<file path="src/rtl/vedic_mult_pipe.sv">
// Pipelined Vedic (Urdhva-Tiryagbhyam) multiplier, signed/unsigned.
// Three stages: operand magnitude, partial products, accumulate + sign.

module vedic_cell #(
    parameter int N = 2
) (
    input  logic [N-1:0]   x,
    input  logic [N-1:0]   y,
    output logic [2*N-1:0] p
);

    generate
        if (N == 2) begin : g_leaf
            // 2x2 vertical/crosswise cell
            logic c;
            assign c    = x[1] & y[0] & x[0] & y[1];
            assign p[0] = x[0] & y[0];
            assign p[1] = (x[1] & y[0]) ^ (x[0] & y[1]);
            assign p[2] = (x[1] & y[1]) ^ c;
            assign p[3] = x[1] & y[1] & c;
        end else begin : g_split
            localparam int M = N / 2;

            logic [N-1:0]   ll;
            logic [N-1:0]   lh;
            logic [N-1:0]   hl;
            logic [N-1:0]   hh;
            logic [2*N-1:0] mid;

            vedic_cell #(.N(M)) u_ll (
                .x(x[M-1:0]),
                .y(y[M-1:0]),
                .p(ll)
            );
            vedic_cell #(.N(M)) u_lh (
                .x(x[M-1:0]),
                .y(y[N-1:M]),
                .p(lh)
            );
            vedic_cell #(.N(M)) u_hl (
                .x(x[N-1:M]),
                .y(y[M-1:0]),
                .p(hl)
            );
            vedic_cell #(.N(M)) u_hh (
                .x(x[N-1:M]),
                .y(y[N-1:M]),
                .p(hh)
            );

            // crosswise terms summed once, then shifted into place
            assign mid = {{N{1'b0}}, lh} + {{N{1'b0}}, hl};
            assign p   = {hh, ll} + (mid << M);
        end
    endgenerate

endmodule

module vedic_mult_pipe #(
    parameter int WIDTH = 8
) (
    input  logic               clk,
    input  logic               rst,
    input  logic               in_valid,
    output logic               in_ready,
    input  logic [WIDTH-1:0]   a,
    input  logic [WIDTH-1:0]   b,
    input  logic               is_signed,
    output logic               out_valid,
    input  logic               out_ready,
    output logic [2*WIDTH-1:0] result
);

    localparam int H  = WIDTH / 2;
    localparam int PW = 2 * WIDTH;

    logic             en;
    logic [WIDTH-1:0] abs_a;
    logic [WIDTH-1:0] abs_b;

    logic             v1;
    logic             neg1;
    logic [WIDTH-1:0] ma;
    logic [WIDTH-1:0] mb;

    logic             v2;
    logic             neg2;
    logic [WIDTH-1:0] ll_d;
    logic [WIDTH-1:0] lh_d;
    logic [WIDTH-1:0] hl_d;
    logic [WIDTH-1:0] hh_d;
    logic [WIDTH-1:0] ll_q;
    logic [WIDTH-1:0] lh_q;
    logic [WIDTH-1:0] hl_q;
    logic [WIDTH-1:0] hh_q;

    logic [PW-1:0]    mid;
    logic [PW-1:0]    mag;
    logic [PW-1:0]    fixed;

    // whole pipe moves together unless a result is waiting
    assign en       = !out_valid || out_ready;
    assign in_ready = en;

    // -2^(W-1) negates to itself, which reads as 2^(W-1) unsigned
    always_comb begin
        abs_a = a;
        abs_b = b;
        if (is_signed && a[WIDTH-1]) abs_a = -a;
        if (is_signed && b[WIDTH-1]) abs_b = -b;
    end

    // S1: operand magnitudes and product sign
    always_ff @(posedge clk or posedge rst) begin
        if (rst) begin
            v1   <= 1'b0;
            neg1 <= 1'b0;
            ma   <= '0;
            mb   <= '0;
        end else if (en) begin
            v1   <= in_valid;
            neg1 <= is_signed & (a[WIDTH-1] ^ b[WIDTH-1]);
            ma   <= abs_a;
            mb   <= abs_b;
        end
    end

    vedic_cell #(.N(H)) u_ll (
        .x(ma[H-1:0]),
        .y(mb[H-1:0]),
        .p(ll_d)
    );
    vedic_cell #(.N(H)) u_lh (
        .x(ma[H-1:0]),
        .y(mb[WIDTH-1:H]),
        .p(lh_d)
    );
    vedic_cell #(.N(H)) u_hl (
        .x(ma[WIDTH-1:H]),
        .y(mb[H-1:0]),
        .p(hl_d)
    );
    vedic_cell #(.N(H)) u_hh (
        .x(ma[WIDTH-1:H]),
        .y(mb[WIDTH-1:H]),
        .p(hh_d)
    );

    // S2: register the four half-width partial products
    always_ff @(posedge clk or posedge rst) begin
        if (rst) begin
            v2   <= 1'b0;
            neg2 <= 1'b0;
            ll_q <= '0;
            lh_q <= '0;
            hl_q <= '0;
            hh_q <= '0;
        end else if (en) begin
            v2   <= v1;
            neg2 <= neg1;
            ll_q <= ll_d;
            lh_q <= lh_d;
            hl_q <= hl_d;
            hh_q <= hh_d;
        end
    end

    // magnitude product never exceeds 2W bits, so no carry-out is kept
    always_comb begin
        mid   = {{WIDTH{1'b0}}, lh_q} + {{WIDTH{1'b0}}, hl_q};
        mag   = {hh_q, ll_q} + (mid << H);
        fixed = neg2 ? -mag : mag;
    end

    // S3: signed result; a zero magnitude negates to zero
    always_ff @(posedge clk or posedge rst) begin
        if (rst) begin
            out_valid <= 1'b0;
            result    <= '0;
        end else if (en) begin
            out_valid <= v2;
            result    <= fixed;
        end
    end

endmodule

</file>
<file path="config.mk">
export PLATFORM = sky130hd
export DESIGN_NAME = vedic_mult_pipe
export DESIGN_NICKNAME = d
export VERILOG_FILES = /design/src/rtl/vedic_mult_pipe.sv
export SDC_FILE = /design/constraint.sdc
export NUM_CORES = 1
export LEC_CHECK = 0
export CORE_MARGIN = 8
export CORE_UTILIZATION = 45
export CTS_BUF_LIST = sky130_fd_sc_hd__clkbuf_8 sky130_fd_sc_hd__clkbuf_16
export DETAILED_ROUTE_END_ITERATION = 16
export DONT_BUFFER_PORTS = 1
export GPL_TIMING_DRIVEN = 0
export PLACE_DENSITY = 0.69
export SETUP_SLACK_MARGIN = 0.05
export SLEW_MARGIN = 15
export SYNTH_ARGS = -nofsm -noshare
export SYNTH_HDL_FRONTEND = slang
export SYNTH_SLANG_ARGS = --single-unit
export TNS_END_PERCENT = 30
</file>
<file path="constraint.sdc">
create_clock -name clk -period 4.3 [get_ports clk]
set_clock_uncertainty 0.1 [all_clocks]
set_input_delay 0.86 -clock clk [delete_from_list [all_inputs] [get_ports clk]]
set_output_delay 0.86 -clock clk [all_outputs]
set_load 0.005 [all_outputs]
</file>
[After elaboration in Yosys (flattened, before gate mapping)]
Index checks and enable logic that the tools add are counted.
Storage, ports and cells
  register bits after elaboration: 69
  output and inout bits: 18
Operators by class
  add/subtract/negate cells: 13
  muxes and demuxes: 3
  bitwise operators: 146
  reductions and logical operators: 4
Operator list (count)
  $and 1x1->1: 113
  $xor 1x1->1: 33
  $add 8x8->8: 4
  $add 4x4->5: 4
  $add 16x13->16: 1
  $mux 16: 1
  $mux 8: 2
  $neg 16->16: 1
  $neg 8->8: 2
  $add 8x8->9: 1
  $logic_and 1x1->1: 2
  $logic_not 1->1: 1
  $logic_or 1x1->1: 1

[Logic depth before layout (Yosys ltp)]
  word-level depth: 6
  gate-level depth with buffers: 17
  gate-level depth less buffers: 17

[By module]
From an unflattened synthesis, not the netlist that was laid out.
Unflattened totals
  cell total of the unflattened synthesis: 713
  area, all modules: 6032.0 um^2
Modules (own cells, without submodules)
  vedic_mult_pipe: times used 1, cells an instance 465, area an instance 3985.1 um^2, seq. area each 1726.7 um^2
  vedic_cell at u_hh ...: times used 4, cells an instance 34, area an instance 311.5 um^2, seq. area each 0.0 um^2
  vedic_cell at u_hh.g_split.u_hh ...: times used 16, cells an instance 7, area an instance 50.0 um^2, seq. area each 0.0 um^2

[Least setup slack after synthesis]
Ideal clock, no wire load.
  path kind: reg-to-reg
  from: register lh_q[0]
  to: register result[12]
  arrival: 3.276 ns
  path slack: 0.799 ns
  cell stages (with the launch flop): 17
  buffers on the path: 0
  clock period less this slack: 3.501 ns
  cell sequence: dfrtp_1 -> ha_1 -> inv_1 -> fa_1 -> nor2b_1 -> o21ai_0 -> a21boi_0 -> o21ai_0 -> nand2b_1 -> xor2_1 -> ha_1 -> a21o_1 -> and2_2 -> a211oi_1 -> o41ai_2 -> xnor2_1 -> mux2_4
Between the ends
  word-level cells in the longest chain between the ends: 4
Ends and longest elaborated chain
  start, declared: line 93  | logic [WIDTH-1:0] lh_q;
  start signal, assigned: line 162  | lh_q <= lh_d;
  $add 8x8->9 *: line 170  | mid = {{WIDTH{1'b0}}, lh_q} + {{WIDTH{1'b0}}, hl_q};
  $add 16x13->16 *: line 171  | mag = {hh_q, ll_q} + (mid << H);
  $neg 16->16: line 172  | fixed = neg2 ? -mag : mag;
  $mux 16 *: line 172
  end signal, assigned: line 182  | result <= fixed;
  end, declared: line 71  | output logic [2*WIDTH-1:0] result
Every way passes the cells marked *; elsewhere a longest branch is shown, timed or not.
A chain may end at the register's enable or synchronous reset.

[Final worst setup path]
  from: register lh_q[0]
  to: register result[13]
Same word-level chain as after synthesis.

==> flow_summary.rst <==
.. list-table::
   :header-rows: 1

   * - Metric
     - Value
   * - Result of the run
     - finished, final reports clean
   * - Clock Root Buffer
     - sky130_fd_sc_hd__clkbuf_16
   * - CP cell instances
     - ha_1, inv_1, fa_1, nor2b_1, o21ai_0, a21boi_0, o21ai_0, nand2b_1, xor2_1, ha_1, inv_1, nor3_1, a221oi_1, o211ai_1, o41ai_1, xnor2_1, o21ai_1
   * - Top-level I/O count
     - 39
   * - Final RePlAce weighted congestion
     - 0.883
   * - Overflow after GRT
     - 0
   * - Hold buffer count at cts
     - 0
   * - Switching part of the total power
     - 47.4%
   * - Max clock buf depth
     - 2
   * - Internal power
     - 2.64 mW
   * - Post-synth top area cell
     - sky130_fd_sc_hd__dfrtp_1
   * - Clock Sinks
     - 69
   * - Worst endpoint data arrival time
     - 3.92 ns
   * - Total power divided by cell area
     - 795 mW/mm2
   * - Min Clock Period, post-route
     - 3.83 ns
   * - Signed area change from the synthesized netlist to the final layout
     - 9.06%
   * - Layout filler cell count
     - 1,184
   * - Average via count per standard cell
     - 5.36
   * - Setup ws final
     - 0.474 ns
   * - Number of iterations in the first detailed-routing pass
     - 5
   * - CTS H-tree lvls
     - 3
   * - Post-synth EDFFs
     - 0
   * - Average wire length per cell after detail routing
     - 15.9 um
   * - Ratio of final minimum period to clock period
     - 89.0%
   * - Required time of the critical path
     - 4.40 ns
   * - Final Instance Area
     - 0.00631 mm2
   * - Highest fanout seen on the critical path
     - 4
   * - Static leakage power
     - 3.13 nW
   * - Pre-CTS setup slack
     - 0.340 ns
   * - Critical Path Sink Type
     - flip-flop
   * - Synth Warn #
     - 0
   * - Share of layout cells above drive strength 1
     - 3.82%
   * - Antenna Cells
     - 0
   * - Overall global routing resource usage
     - 17.8%
   * - Proportion of synthesized chip area in sequential cells
     - 29.8%
   * - Share of total power in the clock network
     - 13.3%
   * - Largest net degree at the start of global routing
     - 48
   * - Violation count after the first detailed-routing iteration
     - 298
   * - Seq cells post-synth
     - 69
   * - Vias after detailed routing
     - 4,715
   * - Detailed-route wire length
     - 14.0 mm
   * - Peak VDD IR
     - 0.316 mV
   * - Cell type of the slowest stage on the worst timing path
     - sky130_fd_sc_hd__o41ai_1
   * - Final net count
     - 807
   * - Clock tree from TritonCTS
     - done
   * - Post-synthesis cell type count
     - 50
   * - Antenna violations before repair
     - 0
   * - Combined area of all synthesized cells
     - 0.00579 mm2
   * - Highest attainable clock frequency
     - 261 MHz
   * - Instance area at placement
     - 0.00603 mm2
   * - First-pass GRT wire length
     - 23.6 mm
   * - Clock insertion delay at the later pin of the skew report
     - 0.34 ns
   * - Proportion of netlist area held by the largest area contributor
     - 29.8%
   * - MaxCap Viol Count
     - 0
   * - Clock buffer count from CTS
     - 9
   * - Average cell area after synthesis
     - 8.39 um2
   * - Effective utilization at floorplan
     - 46.1%
   * - Ys flop type
     - sky130_fd_sc_hd__dfrtp_1
   * - Area contributors post-synth
     - sky130_fd_sc_hd__dfrtp_1, sky130_fd_sc_hd__ha_1, sky130_fd_sc_hd__nand2_1, sky130_fd_sc_hd__xor2_1, sky130_fd_sc_hd__xnor2_1
   * - Count of endpoints failing setup in the final report
     - 0
   * - Top-count cell post-synth
     - sky130_fd_sc_hd__nand2_1
   * - Worst reg-to-reg setup slack
     - 0.47 ns
   * - Net count of the mapped netlist
     - 795
   * - Proportion of power drawn by combinational gates
     - 64.9%
   * - Critical Path Start Type
     - flip-flop
   * - Setup repair after global routing missed its margin
     - false
   * - Number of rows in the core area
     - 41
   * - Area of the die
     - 0.0168 mm2
   * - Register share of total power
     - 21.8%
   * - Net switching power
     - 2.38 mW
   * - Number of pins with negative max-slew slack in the final report
     - 0
   * - CP peak stage delay
     - 0.47 ns
   * - Total core area
     - 0.0126 mm2
   * - Hold violation total from the final report
     - 0
   * - Transition time at the pin with the least slew margin
     - 0.800 ns
   * - Relative slew slack
     - 46.7%
   * - Leading post-synthesis cells by instance count
     - sky130_fd_sc_hd__nand2_1, sky130_fd_sc_hd__ha_1, sky130_fd_sc_hd__dfrtp_1
   * - Synth Instances
     - 690
   * - Detail Route Antenna Nets
     - 0
   * - Final HPWL DP
     - 10.8 mm
   * - Fraction of registers with async set or reset after synthesis
     - 100%
   * - Number of DRC violations after detailed routing
     - 0
   * - Final-layout setup total negative slack
     - 0 ns
   * - Critical path type
     - flip-flop to flip-flop
   * - Hold/Removal Path Class
     - input port to asynchronous set/reset pin
   * - Via count of the first global-routing pass
     - 4,833
   * - Chip Width
     - 129 um
   * - Overall die height
     - 129 um
   * - Clock transition at the registers of the reported paths
     - 0.06 ns
   * - Port buffer count
     - 0
==> worst max-delay path: cells and delay by family (launching register included) <==
kind / cells / cell delay, ns
flip-flops: 1 / 0.35
AO/OA/AOI/OAI: 7 / 1.55
buffers and inverters: 2 / 0.16
XOR/XNOR: 2 / 0.37
adder cells (fa/ha/maj): 3 / 0.87
AND/OR/NAND/NOR: 3 / 0.29
==> final timing paths <==
kind	from	to	cells past startpoint
max	lh_q[0]	result[13]	17
min	rst	neg2	1
max reg2reg	lh_q[0]	result[13]	17
min reg2reg	v2	out_valid	1
max in group asynchronous	rst	lh_q[5]	2
min in group clk	v2	out_valid	1
==> metal layers <==
| layer | vias to the layer above | GRT usage (%) | part of all wire, % |
|---|---|---|---|
| met5 | - | 0 | 0 |
| met3 | 27 | 4.07 | 6.2 |
| met2 | 121 | 30.6 | 48 |
| li1 | 2345 | - | - |
| met4 | 0 | 6.56 | 2.4 |
| met1 | 2222 | 21.3 | 43 |
==> flip-flops by register name, summed over array words and instances (netlist names), 8 cells and up <==
signal / cells
result: 16
hh_q: 8
hl_q: 8
lh_q: 8
ll_q: 8
ma: 8
mb: 8
==> layout make-up <==
| class | instances | area [um2] | area share, % |
|---|---|---|---|
| multi-input combinational | 567 | 3870 | 61.3 |
| sequential | 69 | 1730 | 27.3 |
| clock buffer | 9 | 225 | 3.57 |
| tap | 172 | 215 | 3.41 |
| buffer | 32 | 120 | 1.90 |
| inverter | 22 | 85.1 | 1.35 |
| clock inverter | 7 | 42.5 | 0.674 |
| timing repair buffer | 1 | 27.5 | 0.436 |
==> power groups by stage <==
stage	combinational (mW)	clock [mW]	sequential (mW)
after floorplan	2.55	0	1.05
after global placement	3.05	0	1.10
after detailed placement	3.16	0	1.11
after CTS	3.20	0.678	1.10
after global routing	3.68	0.711	1.13
final	3.25	0.667	1.10
==> what timing repair did <==
item,4_1_cts,5_1_grt
resized for setup,0,3
setup buffers,0,0
endpoints found under the setup margin,0,2
==> cell usage in the layout, fill, tap and decap left out, types with 2 or more instances in the layout <==
master,n
sky130_fd_sc_hd__nand2_1,142
sky130_fd_sc_hd__ha_1,74
sky130_fd_sc_hd__dfrtp_1,69
sky130_fd_sc_hd__o21ai_0,49
sky130_fd_sc_hd__nor2_1,48
sky130_fd_sc_hd__xor2_1,39
sky130_fd_sc_hd__a21oi_1,34
sky130_fd_sc_hd__xnor2_1,33
sky130_fd_sc_hd__clkbuf_1,30
sky130_fd_sc_hd__and2_1,28
sky130_fd_sc_hd__a21o_1,24
sky130_fd_sc_hd__inv_1,21
sky130_fd_sc_hd__nand3_1,14
sky130_fd_sc_hd__fa_1,10
sky130_fd_sc_hd__clkbuf_16,9
sky130_fd_sc_hd__nand2b_1,7
sky130_fd_sc_hd__nor3_1,7
sky130_fd_sc_hd__or3_1,6
sky130_fd_sc_hd__o21bai_1,5
sky130_fd_sc_hd__mux2i_1,4
sky130_fd_sc_hd__nor2b_1,4
sky130_fd_sc_hd__o31ai_1,3
sky130_fd_sc_hd__o211ai_1,3
sky130_fd_sc_hd__and3_1,3
sky130_fd_sc_hd__clkinv_2,3
sky130_fd_sc_hd__a21boi_0,2
sky130_fd_sc_hd__a211oi_1,2
sky130_fd_sc_hd__and4_1,2
sky130_fd_sc_hd__buf_1,2
sky130_fd_sc_hd__nor3b_1,2
sky130_fd_sc_hd__clkinvlp_4,2
==> cell families after synthesis <==
| logic type | Yosys count | synth area share [%] |
|---|---|---|
| AND/OR/NAND/NOR | 270 | 20.9 |
| AO/OA/AOI/OAI | 134 | 14.0 |
| adder cells (fa/ha/maj) | 84 | 19.5 |
| XOR/XNOR | 73 | 11.2 |
| flip-flops | 69 | 29.8 |
| buffers and inverters | 54 | 3.50 |
| multiplexers | 6 | 1.15 |
==> per-stage QoR <==
stage / power [mW] / std cells / hold slack (ns) / util (%)
finish: 5.02 / 879 / 0.251 / 50.2
global route: 5.52 / 879 / 0.265 / 50.2
CTS: 4.98 / 879 / 0.253 / 50.1
detailed placement: 4.27 / 863 / 0.360 / 48.0
global placement: 4.15 / 862 / 0.343 / 47.8
floorplan: 3.61 / 690 / 0.330 / -
(Power assumes the default switching activity.)
